<file path="config.mk">
export PLATFORM = sky130hd
export DESIGN_NAME = lsu_mem_ctrl_flat
export DESIGN_NICKNAME = d
export VERILOG_FILES = /design/src/rtl/lsu_mem_if.sv /design/src/rtl/lsu_mem_ctrl.sv /design/src/flat_wrapper.sv
export SDC_FILE = /design/constraint.sdc
export NUM_CORES = 1
export LEC_CHECK = 0
export CAP_MARGIN = 20
export CELL_PAD_IN_SITES_DETAIL_PLACEMENT = 2
export CELL_PAD_IN_SITES_GLOBAL_PLACEMENT = 2
export CORE_UTILIZATION = 27
export CTS_CLUSTER_DIAMETER = 30
export DETAILED_ROUTE_END_ITERATION = 10
export GPL_ROUTABILITY_DRIVEN = 0
export MAX_ROUTING_LAYER = met4
export PLACE_DENSITY_LB_ADDON = 0.08
export SYNTH_ARGS = -nofsm -noshare
export SYNTH_HDL_FRONTEND = slang
export SYNTH_SLANG_ARGS = --single-unit
</file>
<file path="constraint.sdc">
create_clock -name i_clk -period 5.1 [get_ports i_clk]
set_input_delay 0.765 -clock i_clk [delete_from_list [all_inputs] [get_ports i_clk]]
set_output_delay 0.765 -clock i_clk [all_outputs]
set_load 0.05 [all_outputs]
</file>
<file path="src/rtl/lsu_mem_if.sv">
`default_nettype none
// ============================================================================
// Module   : lsu_mem_if
// Brief    : Handshaked data-memory port between the load/store unit and memory.
// Revision : 1.0  initial release
// ============================================================================
interface lsu_mem_if;
    logic        o_mem_req;
    logic        o_mem_we;
    logic [31:0] o_mem_addr;
    logic [3:0]  o_mem_be;
    logic [31:0] o_mem_wdata;
    logic        i_mem_ack;
    logic [31:0] i_mem_rdata;

    modport master (
        output o_mem_req, o_mem_we, o_mem_addr, o_mem_be, o_mem_wdata,
        input  i_mem_ack, i_mem_rdata
    );

    modport slave (
        input  o_mem_req, o_mem_we, o_mem_addr, o_mem_be, o_mem_wdata,
        output i_mem_ack, i_mem_rdata
    );
endinterface
`default_nettype wire

</file>
<file path="src/rtl/lsu_mem_ctrl.sv">
`default_nettype none
// ============================================================================
// Module   : lsu_mem_ctrl
// Brief    : Load/store unit: lane steering, load extension, stall and timeout.
// Revision : 1.0  initial release
// ============================================================================
module lsu_mem_ctrl #(
    parameter  int TIMEOUT_CYCLES = 255,
    localparam int TO_W           = $clog2(TIMEOUT_CYCLES + 1)
) (
    input  wire logic        i_clk,
    input  wire logic        i_rst_n,
    input  wire logic        i_req,
    input  wire logic        i_wren,
    input  wire logic [3:0]  i_bmask,
    input  wire logic        i_u,
    input  wire logic [31:0] i_addr,
    input  wire logic [31:0] i_st_data,
    output logic      [31:0] o_ld_data,
    output logic             o_stall,
    output logic             o_done,
    output logic             o_misalign,
    output logic             o_timeout,
    lsu_mem_if.master        mem
);

    typedef enum logic [1:0] {
        S_IDLE   = 2'd0,
        S_ACCESS = 2'd1,
        S_RESP   = 2'd2
    } state_t;

    localparam logic [TO_W-1:0] c_CNT_LAST = TO_W'(TIMEOUT_CYCLES - 1);

    state_t          r_state;
    logic [TO_W-1:0] r_cnt;
    logic            r_mem_req;
    logic            r_mem_we;
    logic [31:0]     r_mem_addr;
    logic [3:0]      r_mem_be;
    logic [31:0]     r_mem_wdata;
    logic [3:0]      r_bmask;
    logic [1:0]      r_off;
    logic            r_u;
    logic [31:0]     r_ld_data;
    logic            r_done;
    logic            r_timeout;

    logic [1:0]      w_off;
    logic            w_misalign;
    logic            w_idle_req;
    logic [3:0]      w_be;
    logic [31:0]     w_wdata;
    logic [31:0]     w_rsh;
    logic [31:0]     w_fmt;

    assign w_off      = i_addr[1:0];
    assign w_idle_req = (r_state == S_IDLE) && i_req;
    assign w_be       = i_bmask << w_off;
    assign w_wdata    = i_st_data << {w_off, 3'b000};

    always_comb begin
        w_misalign = 1'b1;
        case (i_bmask)
            4'b0001: w_misalign = 1'b0;
            4'b0011: w_misalign = w_off[0];
            4'b1111: w_misalign = |w_off;
            default: w_misalign = 1'b1;
        endcase
    end

    // Align the addressed lane to bit 0, then extend to the access size.
    assign w_rsh = mem.i_mem_rdata >> {r_off, 3'b000};

    always_comb begin
        w_fmt = w_rsh;
        case (r_bmask)
            4'b0001: w_fmt = {{24{~r_u & w_rsh[7]}},  w_rsh[7:0]};
            4'b0011: w_fmt = {{16{~r_u & w_rsh[15]}}, w_rsh[15:0]};
            default: w_fmt = w_rsh;
        endcase
    end

    always_ff @(posedge i_clk) begin
        if (!i_rst_n) begin
            r_state     <= S_IDLE;
            r_cnt       <= '0;
            r_mem_req   <= 1'b0;
            r_mem_we    <= 1'b0;
            r_mem_addr  <= '0;
            r_mem_be    <= '0;
            r_mem_wdata <= '0;
            r_bmask     <= '0;
            r_off       <= '0;
            r_u         <= 1'b0;
            r_ld_data   <= '0;
            r_done      <= 1'b0;
            r_timeout   <= 1'b0;
        end else begin
            r_done    <= 1'b0;
            r_timeout <= 1'b0;
            case (r_state)
                S_IDLE: begin
                    if (i_req) begin
                        if (w_misalign) begin
                            if (!i_wren) begin
                                r_ld_data <= '0;
                            end
                        end else begin
                            r_mem_req   <= 1'b1;
                            r_mem_we    <= i_wren;
                            r_mem_addr  <= {i_addr[31:2], 2'b00};
                            r_mem_be    <= w_be;
                            r_mem_wdata <= w_wdata;
                            r_bmask     <= i_bmask;
                            r_off       <= w_off;
                            r_u         <= i_u;
                            r_cnt       <= '0;
                            r_state     <= S_ACCESS;
                        end
                    end
                end
                S_ACCESS: begin
                    // Ack takes priority over an expiring counter.
                    if (mem.i_mem_ack) begin
                        r_mem_req <= 1'b0;
                        r_done    <= 1'b1;
                        r_state   <= S_RESP;
                        if (!r_mem_we) begin
                            r_ld_data <= w_fmt;
                        end
                    end else if (r_cnt == c_CNT_LAST) begin
                        r_mem_req <= 1'b0;
                        r_ld_data <= '0;
                        r_done    <= 1'b1;
                        r_timeout <= 1'b1;
                        r_state   <= S_RESP;
                    end else begin
                        r_cnt <= r_cnt + 1'b1;
                    end
                end
                S_RESP: begin
                    r_cnt   <= '0;
                    r_state <= S_IDLE;
                end
                default: r_state <= S_IDLE;
            endcase
        end
    end

    // A rejected load retires this cycle, so its zero result bypasses the register.
    assign o_ld_data  = (w_idle_req && w_misalign && !i_wren) ? 32'd0 : r_ld_data;
    assign o_misalign = w_idle_req && w_misalign;
    assign o_stall    = (w_idle_req && !w_misalign) || (r_state == S_ACCESS);
    assign o_done     = r_done;
    assign o_timeout  = r_timeout;

    assign mem.o_mem_req   = r_mem_req;
    assign mem.o_mem_we    = r_mem_we;
    assign mem.o_mem_addr  = r_mem_addr;
    assign mem.o_mem_be    = r_mem_be;
    assign mem.o_mem_wdata = r_mem_wdata;

endmodule
`default_nettype wire
</file>
<file path="src/flat_wrapper.sv">
// flat-port wrapper written by rule: the top's interface ports become plain ports
module lsu_mem_ctrl_flat 
#(
    parameter  int TIMEOUT_CYCLES = 255,
    localparam int TO_W           = $clog2(TIMEOUT_CYCLES + 1)
)
  (i_clk, i_rst_n, i_req, i_wren, i_bmask, i_u, i_addr, i_st_data, o_ld_data, o_stall, o_done, o_misalign, o_timeout, mem_o_mem_req, mem_o_mem_we, mem_o_mem_addr, mem_o_mem_be, mem_o_mem_wdata, mem_i_mem_ack, mem_i_mem_rdata);
  lsu_mem_if mem_i ();
  input  wire logic i_clk;
  input  wire logic i_rst_n;
  input  wire logic i_req;
  input  wire logic i_wren;
  input  wire logic [3:0] i_bmask;
  input  wire logic i_u;
  input  wire logic [31:0] i_addr;
  input  wire logic [31:0] i_st_data;
  output logic      [31:0] o_ld_data;
  output logic o_stall;
  output logic o_done;
  output logic o_misalign;
  output logic o_timeout;
  output wire logic [$bits(mem_i.o_mem_req)-1:0] mem_o_mem_req;
  output wire logic [$bits(mem_i.o_mem_we)-1:0] mem_o_mem_we;
  output wire logic [$bits(mem_i.o_mem_addr)-1:0] mem_o_mem_addr;
  output wire logic [$bits(mem_i.o_mem_be)-1:0] mem_o_mem_be;
  output wire logic [$bits(mem_i.o_mem_wdata)-1:0] mem_o_mem_wdata;
  input wire logic [$bits(mem_i.i_mem_ack)-1:0] mem_i_mem_ack;
  input wire logic [$bits(mem_i.i_mem_rdata)-1:0] mem_i_mem_rdata;
  assign mem_o_mem_req = mem_i.o_mem_req;
  assign mem_o_mem_we = mem_i.o_mem_we;
  assign mem_o_mem_addr = mem_i.o_mem_addr;
  assign mem_o_mem_be = mem_i.o_mem_be;
  assign mem_o_mem_wdata = mem_i.o_mem_wdata;
  assign mem_i.i_mem_ack = mem_i_mem_ack;
  assign mem_i.i_mem_rdata = mem_i_mem_rdata;
  lsu_mem_ctrl #(.TIMEOUT_CYCLES(TIMEOUT_CYCLES)) u_core (.i_clk(i_clk), .i_rst_n(i_rst_n), .i_req(i_req), .i_wren(i_wren), .i_bmask(i_bmask), .i_u(i_u), .i_addr(i_addr), .i_st_data(i_st_data), .o_ld_data(o_ld_data), .o_stall(o_stall), .o_done(o_done), .o_misalign(o_misalign), .o_timeout(o_timeout), .mem(mem_i));
endmodule
</file>
== After elaboration in Yosys (flattened, before gate mapping) ==
Index checks and enable logic that the tools add are counted.

* Reductions and logical operators: 18
* Order comparisons: 0
* Bitwise operators: 6
* Divide/modulo/power cells: 0
* Add/sub/neg operators: 1
* Multiply operators: 0
* Equality and inequality tests: 16
* Shift operators: 3
* Multiplexer cells: 27

{| class="wikitable"
|+ Operators with widths
! cell !! count
|-
| two-way mux 32 bit || 7
|-
| one-hot mux 32 bit (2 select lines) || 2
|-
| two-way mux 8 bit || 4
|-
| << shifter 32 x 5 -> 32 bit || 1
|-
| >> shifter 32 x 5 -> 32 bit || 1
|-
| one-hot mux 8 bit (3 select lines) || 1
|-
| != test 2 bit, second input constant || 5
|-
| adder 8 x 1 -> 8 bit, second input constant || 1
|-
| == test 4 x 1 -> 1 bit, second input constant || 2
|-
| == test 4 x 2 -> 1 bit, second input constant || 2
|-
| == test 8 bit, second input constant || 1
|-
| two-way mux 2 bit || 4
|-
| two-way mux 1 bit || 6
|-
| AND reduction 3 bit || 2
|-
| AND reduction 6 bit || 1
|-
| AND reduction 5 bit || 1
|-
| == test 4 bit, second input constant || 1
|-
| logical AND 1 bit || 4
|-
| inverter 1 bit || 4
|-
| one-hot mux 2 bit (2 select lines) || 1
|-
| AND reduction 4 bit || 1
|-
| << shifter 4 x 2 -> 4 bit || 1
|-
| != test 3 x 2 -> 1 bit, second input constant || 1
|-
| != test 3 bit, second input constant || 1
|-
| other kinds (14) || 16
|}

* Bits in registers: 119
* Memories: 0
* Bits in latches: 0
* Memory bits (writable): 0
* Word-level logic and storage cells: 84
* Output and inout bits: 106
* Input port bits: 106
* Memory bits (read-only): 0

== Logic depth before layout (Yosys ltp) ==
Gate-level depths: netlist (run 1).

* Depth after elaboration: 6
* Gate-level depth with buffers: 8
* Gate-level depth less buffers: 7

== Worst setup path after synthesis (run 1) ==
OpenSTA, ideal clock, no wires.

* Kind: in2out
* Start: input i_addr[0]
* End: output o_ld_data[10]
* Path buffers: 1
* Path slack: 2.093 ns
* Data required time: 4.335 ns
* Cell stages on the path: 5
* Data arrival time: 2.242 ns
* Path through: nand2b_1 -> o2bb2ai_2 -> a211oi_4 -> clkbuf_1 -> nor2b_1

* Longest elaborated chain between the ends: 5

{| class="wikitable"
|+ RTL lines
! element !! RTL line !! RTL
|-
| from (decl) || flat_wrapper.sv:15 || <nowiki>input wire logic [31:0] i_addr;</nowiki>
|-
| OR reduction 2 bit || lsu_mem_ctrl.sv:67 || <nowiki>4'b1111: w_misalign = |w_off;</nowiki>
|-
| one-hot mux 1 bit (3 select lines) * || lsu_mem_ctrl.sv:64 || <nowiki>case (i_bmask)</nowiki>
|-
| logical AND 1 bit * (2 in a row) || lsu_mem_ctrl.sv:152 || <nowiki>assign o_ld_data = (w_idle_req && w_misalign && !i_wren) ? 32'd0 : r_ld_data;</nowiki>
|-
| two-way mux 32 bit * || lsu_mem_ctrl.sv:152 ||
|-
| to (decl) || flat_wrapper.sv:17 || <nowiki>output logic [31:0] o_ld_data;</nowiki>
|}

Every way passes the cells marked *; elsewhere a longest branch is shown, timed or not.

== Final worst setup path (run 1) ==
* Start: input i_bmask[1]
* End: output o_misalign

* Longest elaborated chain between the ends: 3
* Elaborated cells between the ends (all ways): 5
* Classes of those cells: eq/ne (3); mux (1); reduce/logical (1)

{| class="wikitable"
|+ RTL lines
! element !! RTL line !! RTL
|-
| from (decl) || flat_wrapper.sv:13 || <nowiki>input wire logic [3:0] i_bmask;</nowiki>
|-
| == test 4 bit, or another cell as far along || lsu_mem_ctrl.sv:64 ||
|-
| one-hot mux 1 bit (3 select lines) * || lsu_mem_ctrl.sv:64 ||
|-
| logical AND 1 bit * || lsu_mem_ctrl.sv:153 || <nowiki>assign o_misalign = w_idle_req && w_misalign;</nowiki>
|-
| to (decl) || flat_wrapper.sv:20 || <nowiki>output logic o_misalign;</nowiki>
|}

Marked as above.

==> summary.md, run 1 <==
| Metric | Value |
|---|---|
| DRT iter0 DRCs | roughly 180 |
| Final Hold Viols | 0 |
| Final period utilization | 68.9% |
| Max FO, Critical Path | 6 |
| Drt total wl | 21,600 µm |
| Via count | 5,554 |
| Nets@finish | 959 |
| Wire per inst | 19.0 µm |
| Largest family of logic cells by synthesized area | simple AND/OR/NAND/NOR gates |
| Clk_skew | 0.00774 ns |
| Relative slew slack | 31.4% |
| Number of vias per cell | 4.91 |
| Post-CTS Setup Bufs | 0 |
| WS Path Type | primary input to primary output |
| Ys flop type | dfxtp_1 |
| Crit path required time | between 4 and 5 ns |
| Worst Path Arrival | 2.75 ns |
| Slew Limit Fails | 0 |
| Total number of yosys warnings | 0 |
| Routed Antenna Nets | 0 |
| Post-synthesis sequential area ratio | 41.6% |
| Site row count | 52 |
| Post-Syn Area | 0.00573 mm² |
| Hold Path Class | flip-flop to flip-flop |
| Layout area overhead | 48.9% |
| Cts bufs inserted | 17 |
| Most common cell after layout, fill and taps aside | clkdlybuf4s50_1 |
| Final setup fails | 0 |
| Residual DRC count | 0 |
| Post-CTS sizing | 0 |
| Commonest non-fill, non-tap cells in the layout | clkdlybuf4s50_1, nand2_1, dfxtp_1, a21boi_0, mux2i_1 |
| CTS sink count | between 100 and 150 |
| Core Area | 0.0205 mm² |
| Longest Clk Path Bufs | 2 |
| Worst skew pair latency | 0.42 ns |
| CTS root buf | clkbuf_16 |
| Top cell type's share of synthesized area | 41.6% |
| Multiplexer share of the synthesized area | under 10% |
| Antenna violations before repair | 0 |
| DP Worst Slack | 1.49 ns |
| Post-CTS Hold Buffers | 0 |
| Hold slack | 0.452 ns |
| Post-synth EDFFs | 0 |
| CP Cell Sequence | clkdlybuf4s50_1, nand2_1, o2bb2ai_2, a21oi_1, clkdlybuf4s50_1 |
| Initial Utilization | 27.9% |
| Syn Area/Cell | 8.59 µm² |
| VDD IR-drop max | 0.197 mV |
| Post-synth top area cell | dfxtp_1 |
| Synth cell types | 60 |
| Adder-cell share of the synthesized area | 0.437% |
| Max-capacitance violation count | 0 |
| Pwr dens | 297 mW/mm² |
| Synthesized flop and latch total | 119 |
| Xor-xnor portion of the synthesized cell area | 0.765% |
| Layout cells sized above 1 | between 10% and 20% |
| GRT Util Overall | between 20% and 30% |
| I/O pins | 212 |
| Number of buffers added on ports | 209 |
| Critical path startpoint category | primary input |
| Dominant cells by area after synthesis | dfxtp_1, nand2_1, a21boi_0 |
| Die width | 148 µm |
| Pre-Repair DR Iteration Count | 4 |
| Most used cell, CP | clkdlybuf4s50_1 |
| Unrepaired setup endpoints after global routing | false |
| ANT cells | 0 |
| CTS HTree Levels | 4 |
| Crit path largest cell delay | 0.85 ns |
| Worst setup margin | 1.59 ns |
| FFs w/ async S/R, synth | 0% |
| First-pass GRT wire length | 33,700 µm |
| Final min period | ~3.5 ns |
| Clock Pin Slew Worst Setup and Hold Paths | approximately 0.050 ns |
| FMAX | 285 MHz |
| Slowest cell on the critical path | clkdlybuf4s50_1 |
| Post-Synth Simple-Gate Area | 23.3% |
| Vias in the first global route | 6,124 |
| Hpwl dp | 15,600 µm |
| Slew @ Worst Pin | ~1.0 ns |
| Compound-gate portion of the synthesized area | 20.3% |
| Die Ht | roughly 150 µm |
| Pin count of the biggest net entering global routing | 90 |
| Setup crit end kind | primary output |
| Remaining Overflow, GRT | 0 |
| Status | complete, no violations |
| Die ar. | 0.0218 mm² |
| CTS tree | built |
| Post-Syn Instances | 667 |
| Leak | about 3.2 nW |
| Setup TNS | 0 ns |
[worst paths after layout]
path,startpoint,end,slack [ns],cells past startpoint
max,i_bmask[1],o_misalign,1.59,5
min reg2reg,u_core.mem.o_mem_wdata[16],u_core.mem.o_mem_wdata[16],0.45,2
max reg2reg,u_core.r_off[1],u_core.r_ld_data[28],2.41,4
min,u_core.mem.o_mem_wdata[16],u_core.mem.o_mem_wdata[16],0.45,2
[worst max-delay path, delay by kind of cell]
kind | cells | cell delay (ns)
compound gates | 2 | 0.48
buf+inv | 2 | 1.39
simple gates | 1 | 0.11
[metal layers]
layer  GRT usage (%)  vias to the layer above  part of all wire, %
met4            5.77                        0                  1.3
met3            6.82                       19                  6.5
met2            34.7                      143                   49
met1            23.6                     2722                   43
met5               -                        -                    0
li1                -                     2670                    -
[report_power, final]
part           internal, mW  total (mW)  leakage [nW]  switching (mW)
Sequential            0.944       0.953         0.961         0.00891
Combinational         0.140       0.312          1.97           0.171
Clock                 0.835        1.27         0.295           0.432
Total                  1.92        2.53          3.23           0.612
[final cells by class]
type	count	area (µm²)
Fill cell	2294	12000
Inverter	3	11.3
Multi-Input combinational cell	493	3100
Sequential cell	119	2380
Clock inverter	9	150
Clock buffer	21	460
Timing Repair Buffer	217	2080
Tap cell	270	338
[Yosys cell counts (4+ instances only)]
cell         n
nand2_1    145
clkbuf_1    29
and2_1       9
a21oi_1     11
a21boi_0    63
dfxtp_1    119
buf_2       18
o21ai_0     18
xor2_1       5
mux2i_1     41
nand4_1      4
nand3_1     35
a211o_1      7
mux2_2      10
nor2b_1     34
or3_1       10
a211o_2      9
nor2_1      24
nand2b_1     4
a32o_1       7
o211ai_1     9
o2bb2ai_1    8
[registers in the layout (all words and copies together), names as in the netlist]
signal,flops
u_core.r_u,1
u_core.o_done,1
u_core.mem.o_mem_req,1
u_core.mem.o_mem_addr,30
u_core.o_timeout,1
u_core.mem.o_mem_wdata,32
u_core.r_ld_data,32
u_core.mem.o_mem_be,4
u_core.r_off,2
u_core.mem.o_mem_we,1
u_core.r_state,2
u_core.r_bmask,4
u_core.r_cnt,8
[cells by family (layout without fill, tap and decap cells)]
group / count (synthesis) / in the layout
xor gates and xnor gates: 5 / 5
DFF: 119 / 119
other: 1 / 2
and+or+nand+nor: 282 / 282
AOI/OAI and AO/OA: 151 / 151
adders and majority gates: 2 / 2
muxes: 51 / 51
buffers and inverters: 56 / 250
[stage by stage]
step	power (mW)	cell area [µm²]	std cells	utilization, %
after floorplan	1.13	5730	668	-
after global placement	1.28	7900	1101	38.5
after detailed placement	1.29	7920	1102	38.6
after CTS	2.57	8530	1132	41.6
after global routing	2.63	8530	1132	41.6
final	2.53	8530	1132	41.6
Power figures use the tool's default switching activity.
==> run 2: changes to the inputs <==
--- a/config.mk
+++ b/config.mk
@@ -8,7 +8,7 @@
 export CAP_MARGIN = 20
 export CELL_PAD_IN_SITES_DETAIL_PLACEMENT = 2
 export CELL_PAD_IN_SITES_GLOBAL_PLACEMENT = 2
-export CORE_UTILIZATION = 27
+export CORE_UTILIZATION = 25
 export CTS_CLUSTER_DIAMETER = 30
 export DETAILED_ROUTE_END_ITERATION = 10
 export GPL_ROUTABILITY_DRIVEN = 0
==> constraint.sdc (replaced) <==
create_clock -name i_clk -period 3.3 [get_ports i_clk]
set_input_delay 0.495 -clock i_clk [delete_from_list [all_inputs] [get_ports i_clk]]
set_output_delay 0.495 -clock i_clk [all_outputs]
set_load 0.05 [all_outputs]
==> run 2 against run 1 <==
Core utilization is 3.4 points lower. Largest power group unchanged. Setup slack worse by 1.0 ns. Die area rose by 7.9%. Global-route usage decreased by 1.5 points. Cell area grew 1.1%. Clock power is 48% higher. Largest cell class unchanged. Via count fell by 1.4%. Sequential power grew 54%. Count of clock-buffer cells in the layout is 2 lower. First-iteration DRC count shrank 17%. Critical path type unchanged.
==> summary.md, run 2 (synthesis results as in run 1) <==
| Metric | Value |
|---|---|
| Slew Limit Fails | 0 (unchanged) |
| Final Hold Viols | 0 (unchanged) |
| Wire per inst | 18.4 µm (-3.6%) |
| Site row count | 55 (+5.8%) |
| Routed Antenna Nets | 0 (unchanged) |
| First-pass GRT wire length | 33,900 µm (+0.49%) |
| Most common cell after layout, fill and taps aside | clkdlybuf4s50_1 |
| Die Ht | 153 µm (+3.9%) |
| Hold Path Class | primary input to flip-flop |
| GRT Util Overall | 19.2% (-1.5 points) |
| Reg2Reg Depth | 7 (+3) |
| Longest Clk Path Bufs | 2 (unchanged) |
| DRT iter0 DRCs | 151 (-17%) |
| Post-CTS Setup Bufs | 0 (unchanged) |
| Via count | 5,478 (-1.4%) |
| Critical path startpoint category | primary input |
| Cts bufs inserted | 17 (unchanged) |
| Worst Hold Depth | 3 (+1) |
| Core Area | 0.0226 mm² (+10%) |
| Residual DRC count | 0 (unchanged) |
| Slew @ Worst Pin | 0.821 ns (-0.209 ns) |
| Antenna violations before repair | 1 (+1) |
| Die width | 153 µm (+3.9%) |
| Number of vias per cell | 4.73 (-3.5%) |
| CTS HTree Levels | 4 (unchanged) |
| Remaining Overflow, GRT | 0 (unchanged) |
| End-of-flow core utilization | 38.2% (-3.4 points) |
| Final Total Pwr | 3.84 mW (+52%) |
| Clock Pin Slew Worst Setup and Hold Paths | 0.06 ns (about the same) |
| CTS tree | built |
| Final setup fails | 0 (unchanged) |
| VDD IR-drop max | 0.303 mV (+54%) |
| Layout area overhead | 50.4% |
| Drt total wl | 21,300 µm (-1.4%) |
| Worst setup margin | 0.559 ns (-1.03 ns) |
| Commonest non-fill, non-tap cells in the layout | clkdlybuf4s50_1, nand2_1, dfxtp_1, a21boi_0, buf_4 |
| Unrepaired setup endpoints after global routing | false |
| Max-capacitance violation count | 0 (unchanged) |
| WS Path Type | primary input to primary output |
| Worst Path Arrival | 2.25 ns (-0.50 ns) |
| Relative slew slack | 45.3% (+14 points) |
| Vias in the first global route | 6,212 (+1.4%) |
| Die ar. | 0.0235 mm² (+7.9%) |
| Fillers | 2,510 (+9.4%) |
| CTS root buf | clkbuf_16 |
| Max FO, Critical Path | 33 (+27) |
| DP Worst Slack | 0.467 ns (-1.02 ns) |
| Nets@finish | 966 (+0.73%) |
| Pre-Repair DR Iteration Count | 4 (unchanged) |
| Final min period | 2.74 ns |
| FMAX | 365 MHz |
| I/O pins | 212 (unchanged) |
| Final period utilization | just over 80% |
| Final cell count without fillers | 1,157 (+2.2%) |
| Status | complete, no violations |
| Worst skew pair latency | 0.41 ns (about the same) |
| Post-CTS Hold Buffers | 0 (unchanged) |
| Post-CTS sizing | 0 (unchanged) |
| Leak | 3.26 nW (+0.85%) |
| Layout cells sized above 1 | 13.0% (+1.3 points) |
| Number of buffers added on ports | 209 (unchanged) |
| Initial Utilization | 25.4% (-2.6 points) |
| Setup TNS | 0 ns (unchanged) |
| Placed Cells | 1,124 (+2.0%) |
| Setup crit end kind | primary output |
| Hpwl dp | 15,600 µm (about the same) |
| Reg2reg setup slack | 1.11 ns (-1.30 ns) |
| Clk_skew | 0.00783 ns (+0.0000896 ns) |
| Pwr dens | 445 mW/mm² (+50%) |
| CTS sink count | 119 (unchanged) |
| Crit path required time | 2.80 ns (-1.54 ns) |
| Pin count of the biggest net entering global routing | 90 (unchanged) |
run 2: changes by cell type in the layout (fill, tap and decap cells not counted), sizes merged:
cell,before,now
buf,43,51
bufinv,4,2
inv,2,5
diode,0,1
clkinvlp,2,5
clkbuf,21,19
clkdlybuf4s50,174,173
run 2: cell type report:
type / instances / area, µm² / share of cell area (%)
Multi-Input combinational cell: 493 / 3100 / 36.0
Timing Repair Buffer: 224 / 2160 / 25.1
Clock buffer: 19 / 453 / 5.26
Tap cell: 285 / 357 / 4.14
Sequential cell: 119 / 2380 / 27.7
Inverter: 3 / 11.3 / 0.131
Clock inverter: 13 / 146 / 1.70
Antenna cell: 1 / 2.50 / 0.0290
run 2: layer usage:
metal	wire length, µm	up-vias	track usage (%)
li1	-	2698	-
met1	9250	2631	21.9
met2	10300	130	31.7
met3	1320	19	5.84
met4	385	0	6.86
met5	0	-	-
run 2: worst max-delay path, stage by stage:
cell and delay, ns:
clkdlybuf4s50_1 0.46, nand3b_1 0.20, o2bb2ai_2 0.33, a211oi_4 0.12, buf_12 0.19, nor2b_1 0.19, buf_4 0.23
run 2: per-stage QoR:
stage          instance area [µm²]  hold WS [ns]
2_1_floorplan                 5730         0.425
3_3_place_gp                  8010         0.440
3_5_place_dp                  8010         0.447
4_1_cts                       8610         0.397
5_1_grt                       8620         0.419
6_report                      8620         0.412
run 2: final timing paths:
check | startpoint | endpoint
max reg2reg | u_core.r_cnt[0] | u_core.r_cnt[5]
min | i_addr[0] | u_core.r_off[0]
max | i_addr[1] | o_ld_data[15]
min reg2reg | u_core.r_ld_data[15] | u_core.r_ld_data[15]
run 2: where the power goes:
| part | internal [mW] | switching, mW | total [mW] | leakage (nW) |
|---|---|---|---|---|
| Sequential | 1.46 | 0.0148 | 1.47 | 0.961 |
| Combinational | 0.222 | 0.261 | 0.483 | 2.02 |
| Clock | 1.16 | 0.723 | 1.88 | 0.279 |
| Total | 2.84 | 0.999 | 3.84 | 3.26 |
